## src/rtl/mem_copy_master.sv

```systemverilog
// ---------------------------------------------------------------------------
// mem_copy_master
//
// Purpose:
//   Bus master that copies `len` bytes from src_addr to dst_addr, one byte at
//   a time, through a single shared address/data bus.
//
//   Each byte takes three cycles:
//     RD  : present the source address with we=0.
//     CAP : capture the read data.
//     WR  : present the destination address and data with we=1.
//
//   If the decoder deasserts cs for an address that this block drives, the
//   transfer aborts, err is raised and done still pulses.
//
// Handshake:
//   start is a level sampled only in IDLE. An accepted start loads the
//   arguments, clears err and begins the copy. busy is high while a copy is
//   running. done pulses for one cycle when the copy ends, whether it ended
//   normally or aborted. A new start is taken only after done.
//
// Ports:
//   clk, rst       clock; asynchronous active-high reset
//   start          copy request (ignored unless IDLE)
//   src_addr       first source byte address
//   dst_addr       first destination byte address
//   len            number of bytes to copy (0 allowed)
//   busy           copy in progress
//   done           one-cycle end-of-transfer pulse
//   err            last transfer aborted on an unselected access
//   we             bus write enable
//   addr           bus address
//   din            bus write data
//   dout           bus read data, valid the cycle after addr with we=0
//   cs             decoder select for the current addr
//   fsm_state      current FSM state (IDLE=0, RD=1, CAP=2, WR=3, FIN=4)
// ---------------------------------------------------------------------------
module mem_copy_master #(
   parameter int ADDR_W = 16,
   parameter int DATA_W = 8
) (
   input  logic              clk,
   input  logic              rst,
   input  logic              start,
   input  logic [ADDR_W-1:0] src_addr,
   input  logic [ADDR_W-1:0] dst_addr,
   input  logic [7:0]        len,
   output logic              busy,
   output logic              done,
   output logic              err,
   output logic              we,
   output logic [ADDR_W-1:0] addr,
   output logic [DATA_W-1:0] din,
   input  logic [DATA_W-1:0] dout,
   input  logic              cs,
   output logic [2:0]        fsm_state
);

   typedef enum logic [2:0] {
      IDLE = 3'd0,
      RD   = 3'd1,
      CAP  = 3'd2,
      WR   = 3'd3,
      FIN  = 3'd4
   } state_t;

   state_t            state;
   logic [ADDR_W-1:0] src_ptr;
   logic [ADDR_W-1:0] dst_ptr;
   logic [7:0]        remaining;

   assign fsm_state = state;

   // All bus outputs are registered. Each output is loaded on the edge that
   // enters the state that needs it. din serves as the byte data register.
   always_ff @(posedge clk or posedge rst) begin
      if (rst) begin
         state     <= IDLE;
         busy      <= 1'b0;
         done      <= 1'b0;
         err       <= 1'b0;
         we        <= 1'b0;
         addr      <= '0;
         din       <= '0;
         src_ptr   <= '0;
         dst_ptr   <= '0;
         remaining <= '0;
      end else begin
         case (state)
            IDLE: begin
               if (start) begin
                  src_ptr   <= src_addr;
                  dst_ptr   <= dst_addr;
                  remaining <= len;
                  err       <= 1'b0;
                  if (len == 8'd0) begin
                     done  <= 1'b1;
                     state <= FIN;
                  end else begin
                     busy  <= 1'b1;
                     addr  <= src_addr;
                     we    <= 1'b0;
                     state <= RD;
                  end
               end
            end

            RD: begin
               if (!cs) begin
                  // Unmapped source: stop with addr held, and drive no
                  // further access.
                  err   <= 1'b1;
                  busy  <= 1'b0;
                  done  <= 1'b1;
                  state <= FIN;
               end else begin
                  state <= CAP;
               end
            end

            CAP: begin
               din   <= dout;
               addr  <= dst_ptr;
               we    <= 1'b1;
               state <= WR;
            end

            WR: begin
               we <= 1'b0;
               if (!cs) begin
                  err   <= 1'b1;
                  busy  <= 1'b0;
                  done  <= 1'b1;
                  state <= FIN;
               end else begin
                  // Pointers wrap naturally at 2^ADDR_W.
                  src_ptr   <= src_ptr + 1'b1;
                  dst_ptr   <= dst_ptr + 1'b1;
                  remaining <= remaining - 1'b1;
                  if (remaining > 8'd1) begin
                     addr  <= src_ptr + 1'b1;
                     state <= RD;
                  end else begin
                     busy  <= 1'b0;
                     done  <= 1'b1;
                     state <= FIN;
                  end
               end
            end

            FIN: begin
               done  <= 1'b0;
               state <= IDLE;
            end

            default: begin
               busy  <= 1'b0;
               done  <= 1'b0;
               we    <= 1'b0;
               state <= IDLE;
            end
         endcase
      end
   end

endmodule

```

## config.mk

```make
export PLATFORM = sky130hd
export DESIGN_NAME = mem_copy_master
export DESIGN_NICKNAME = d
export VERILOG_FILES = /design/src/rtl/mem_copy_master.sv
export SDC_FILE = /design/constraint.sdc
export NUM_CORES = 1
export LEC_CHECK = 0
export CAP_MARGIN = 25
export CORE_MARGIN = 4
export CORE_UTILIZATION = 47
export DETAILED_ROUTE_END_ITERATION = 12
export PLACE_DENSITY = 0.77
export RECOVER_POWER = 100
export REMOVE_ABC_BUFFERS = 1
export SLEW_MARGIN = 40
export SYNTH_ARGS = -nofsm -noshare
export SYNTH_HDL_FRONTEND = slang
export SYNTH_SLANG_ARGS = --single-unit
```

## constraint.sdc

```tcl
create_clock -name clk -period 2.1 [get_ports clk]
set_input_delay 0.21 -clock clk [delete_from_list [all_inputs] [get_ports clk]]
set_output_delay 0.21 -clock clk [all_outputs]
set_load 0.01 [all_outputs]
```

==> metrics <==
max frequency=around 0.47 GHz; Core Area=~8300 sq um; layout cells sized above 1=11.4%; mapped cell area=slightly above 4000 sq um; register area=1780 sq um; GPL Wtd Cong=0.876; H-tree depth=3; vias in the first global route=around 4.1k; die area=10300 sq um; CP endpoint kind=register; final critical-path required period=between 2 and 2.5 ns; sequential element share of the synthesized area=43.4%; CP peak stage delay=~0.50 ns; clock root buffer=clkbuf_8; Net Sw Frac=41.7%; post-route setup slack=-0.0268 ns; reg2reg path depth=5; Worst Max-Slew Pin Slew=0.917 ns; Reg2Reg Launch Point=remaining[2]; fin. max-slew vios=0; CP top delay family=compound AO/OA/AOI/OAI gates; sum of negative setup slack=-0.0365 ns; RSZ-0062 raised after global routing=true; synth top area cells=dfrtp_1 (43%), a21oi_1 (8.2%), o21ai_0 (7.1%); Leak Pwr=2.23 nW; Worst-path clk slew=about 0.080 ns; CP Cell Sequence=or4_1, o41a_1, a211o_1, buf_12, mux2_4; power share of the sequential group=33.3%; Pre-antenna DRT Iters=5; Pint=4.80 mW; combinational power share=50.1%; crit-path max FO=16; Netlist cell types=48; CP arrival=2.37 ns; Total GRT Usage=about a quarter; status=finished, violations left; dpl cell area=5300 sq um; Area growth, synth to finish=34.1%; Max Root-Sink Buffers=2; IO buf count=82; HP Class=primary input to async pin; final wirelength=12100 um; nets=650; first-pass GRT wire length=19900 um; ys flop type=dfrtp_1; P_sw=3.43 mW; Worst Skew=0.00763 ns; cell count after placement=~690; Residual DRC=0; failing checks=negative setup slack; row count=33; cts hold-fix bufs=0; Finished Core Util=65.9%; critical path's slowest cell=or4_1; ys async rst share=100%; clock power share=16.6%; Reg-to-Reg End=addr[0]; Final Hold Viols=0; largest net degree at the start of global routing=63; most numerous cell in the Yosys netlist=dfrtp_1; Post-synth EDFFs=0; Worst setup SP type=register; Slew HR=38.9%; Worst VDD drop=approximately 0.66 mV; area fraction of the dominant cell type after synthesis=43.4%; Fillers=699; final setup violation count=2; syn avg cell area=around 8.2 sq um; I/O pin count=83; global route overflow=0; Final ANT Viol Nets=0; Yosys reg bits=71; Die W=101 um; Skew-Pair Late Insertion Delay=0.35 ns; Layout Cells excl Fill=704; most frequent cells after synthesis=dfrtp_1 (71), a21oi_1 (67), o21ai_0 (58), nand2_1 (54), nor2_1 (53); total chip power=8.23 mW; area leader, netlist=dfrtp_1; DR iter-0 viols=335; Final Cell Area=5490 sq um; Die Height=101 um; Ys Warns=0; Setup Buffers After CTS=0; initial antenna violation count=0; PwrDens=1500 nW/um^2; Req. time, crit path=2.34 ns; CTS tree=done; WS Path Type=register to register; reg2reg setup slack=-0.03 ns; clock net sink count=71; Initial Utilization=approximately half; Syn Inst Count=501; Final HPWL DP=roughly 8500 um; cts bufs inserted=9; Antenna Cells=0; Avg Vias per Cell=6.03; multi-input logic area=2140 sq um; crit path buf inv count=1; via count=4242; Max Cap Violations=0; Avg WL per Cell=between 15 and 20 um; post-route clock period utilization=101%
## per-stage QoR
step	worst slack, ns	hold slack (ns)
after global placement	-0.0765	0.490
after CTS	-0.0224	0.155
after global routing	-0.0609	0.418
after floorplan	-1.86	0.319
final	-0.0268	0.400
after detailed placement	-0.111	0.496
## state kept, by name, indices dropped and copies added, names as in the netlist
| name | count |
|---|---|
| done | 1 |
| fsm_state | 3 |
| src_ptr | 16 |
| err | 1 |
| addr | 16 |
| remaining | 8 |
| din | 8 |
| we | 1 |
| busy | 1 |
| dst_ptr | 16 |
## logic make-up (layout without fill, tap and decap cells)
kind of cell | count (synthesis) | count (layout) | synth area share, %
adders and majority gates | 4 | 4 | 1.22
muxes | 11 | 11 | 3.08
and+or+nand+nor | 172 | 172 | 19.1
xor gates and xnor gates | 13 | 13 | 2.78
AOI/OAI and AO/OA | 180 | 180 | 25.6
buffers and inverters | 50 | 148 | 4.83
DFF | 71 | 71 | 43.4
## placed cells by master (no fill, tap or decap), types with 5 or more instances in the layout
| cell | count |
|---|---|
| a21oi_1 | 67 |
| a22oi_1 | 7 |
| a31oi_1 | 10 |
| and3_1 | 8 |
| buf_12 | 5 |
| buf_4 | 24 |
| clkbuf_8 | 10 |
| clkdlybuf4s50_1 | 52 |
| dfrtp_1 | 71 |
| dlygate4sd3_1 | 30 |
| inv_1 | 11 |
| mux2_2 | 9 |
| nand2_1 | 53 |
| nand3_1 | 17 |
| nand4_1 | 10 |
| nor2_1 | 47 |
| nor2_2 | 5 |
| nor3_1 | 11 |
| nor4_1 | 7 |
| o21ai_0 | 58 |
| o22a_1 | 7 |
| o22ai_1 | 7 |
| xnor2_1 | 12 |
## worst register-to-register path, delay by kind of cell (launching register included)
family,cells,cell delay [ns]
and+or+nand+nor,1,0.50
AOI/OAI and AO/OA,2,0.66
muxes,1,0.31
DFF,1,0.39
buffers and inverters,1,0.17
## power groups by stage
stage               sequential [mW]  clock (mW)  combinational (mW)
finish                         2.74        1.37                4.12
floorplan                      2.79           0                2.14
global route                   2.84        1.44                4.53
detailed placement             2.74           0                4.24
global placement               2.70           0                4.13
CTS                            2.73        1.38                4.29
## cell type report
| class | count | share of cell area [%] |
|---|---|---|
| clock buffers | 10 | 2.51 |
| repair buffers | 121 | 21.0 |
| multi-input cells | 380 | 39.0 |
| clock inverters | 6 | 1.96 |
| inverters | 11 | 0.752 |
| flip-flops and latches | 71 | 32.3 |
| well taps | 105 | 2.39 |
## routing by layer
layer,routed length (um),vias up,global-route usage (%)
met5,0,-,0
met2,5860,201,37.8
li1,-,2001,-
met1,5040,2007,33.3
met3,805,33,3.31
met4,350,0,11.7
## timing repair
action | CTS | global route
gates resized for setup | 2 | 4
endpoints found under the setup margin | 16 | 11
pin swaps | 2 | 0
## how the worst max path moves through the flow
stage	from	end	slack, ns	cells after the start
3_3_place_gp	remaining[5]	addr[0]	-0.08	5
2_1_floorplan	fsm_state[0]	dst_ptr[12]	-1.86	5
5_1_grt	remaining[5]	addr[6]	-0.06	7
4_1_cts	remaining[5]	addr[0]	-0.02	5
3_5_place_dp	remaining[5]	addr[0]	-0.11	5
6_report	remaining[2]	addr[0]	-0.03	5
(Power assumes the default switching activity.)
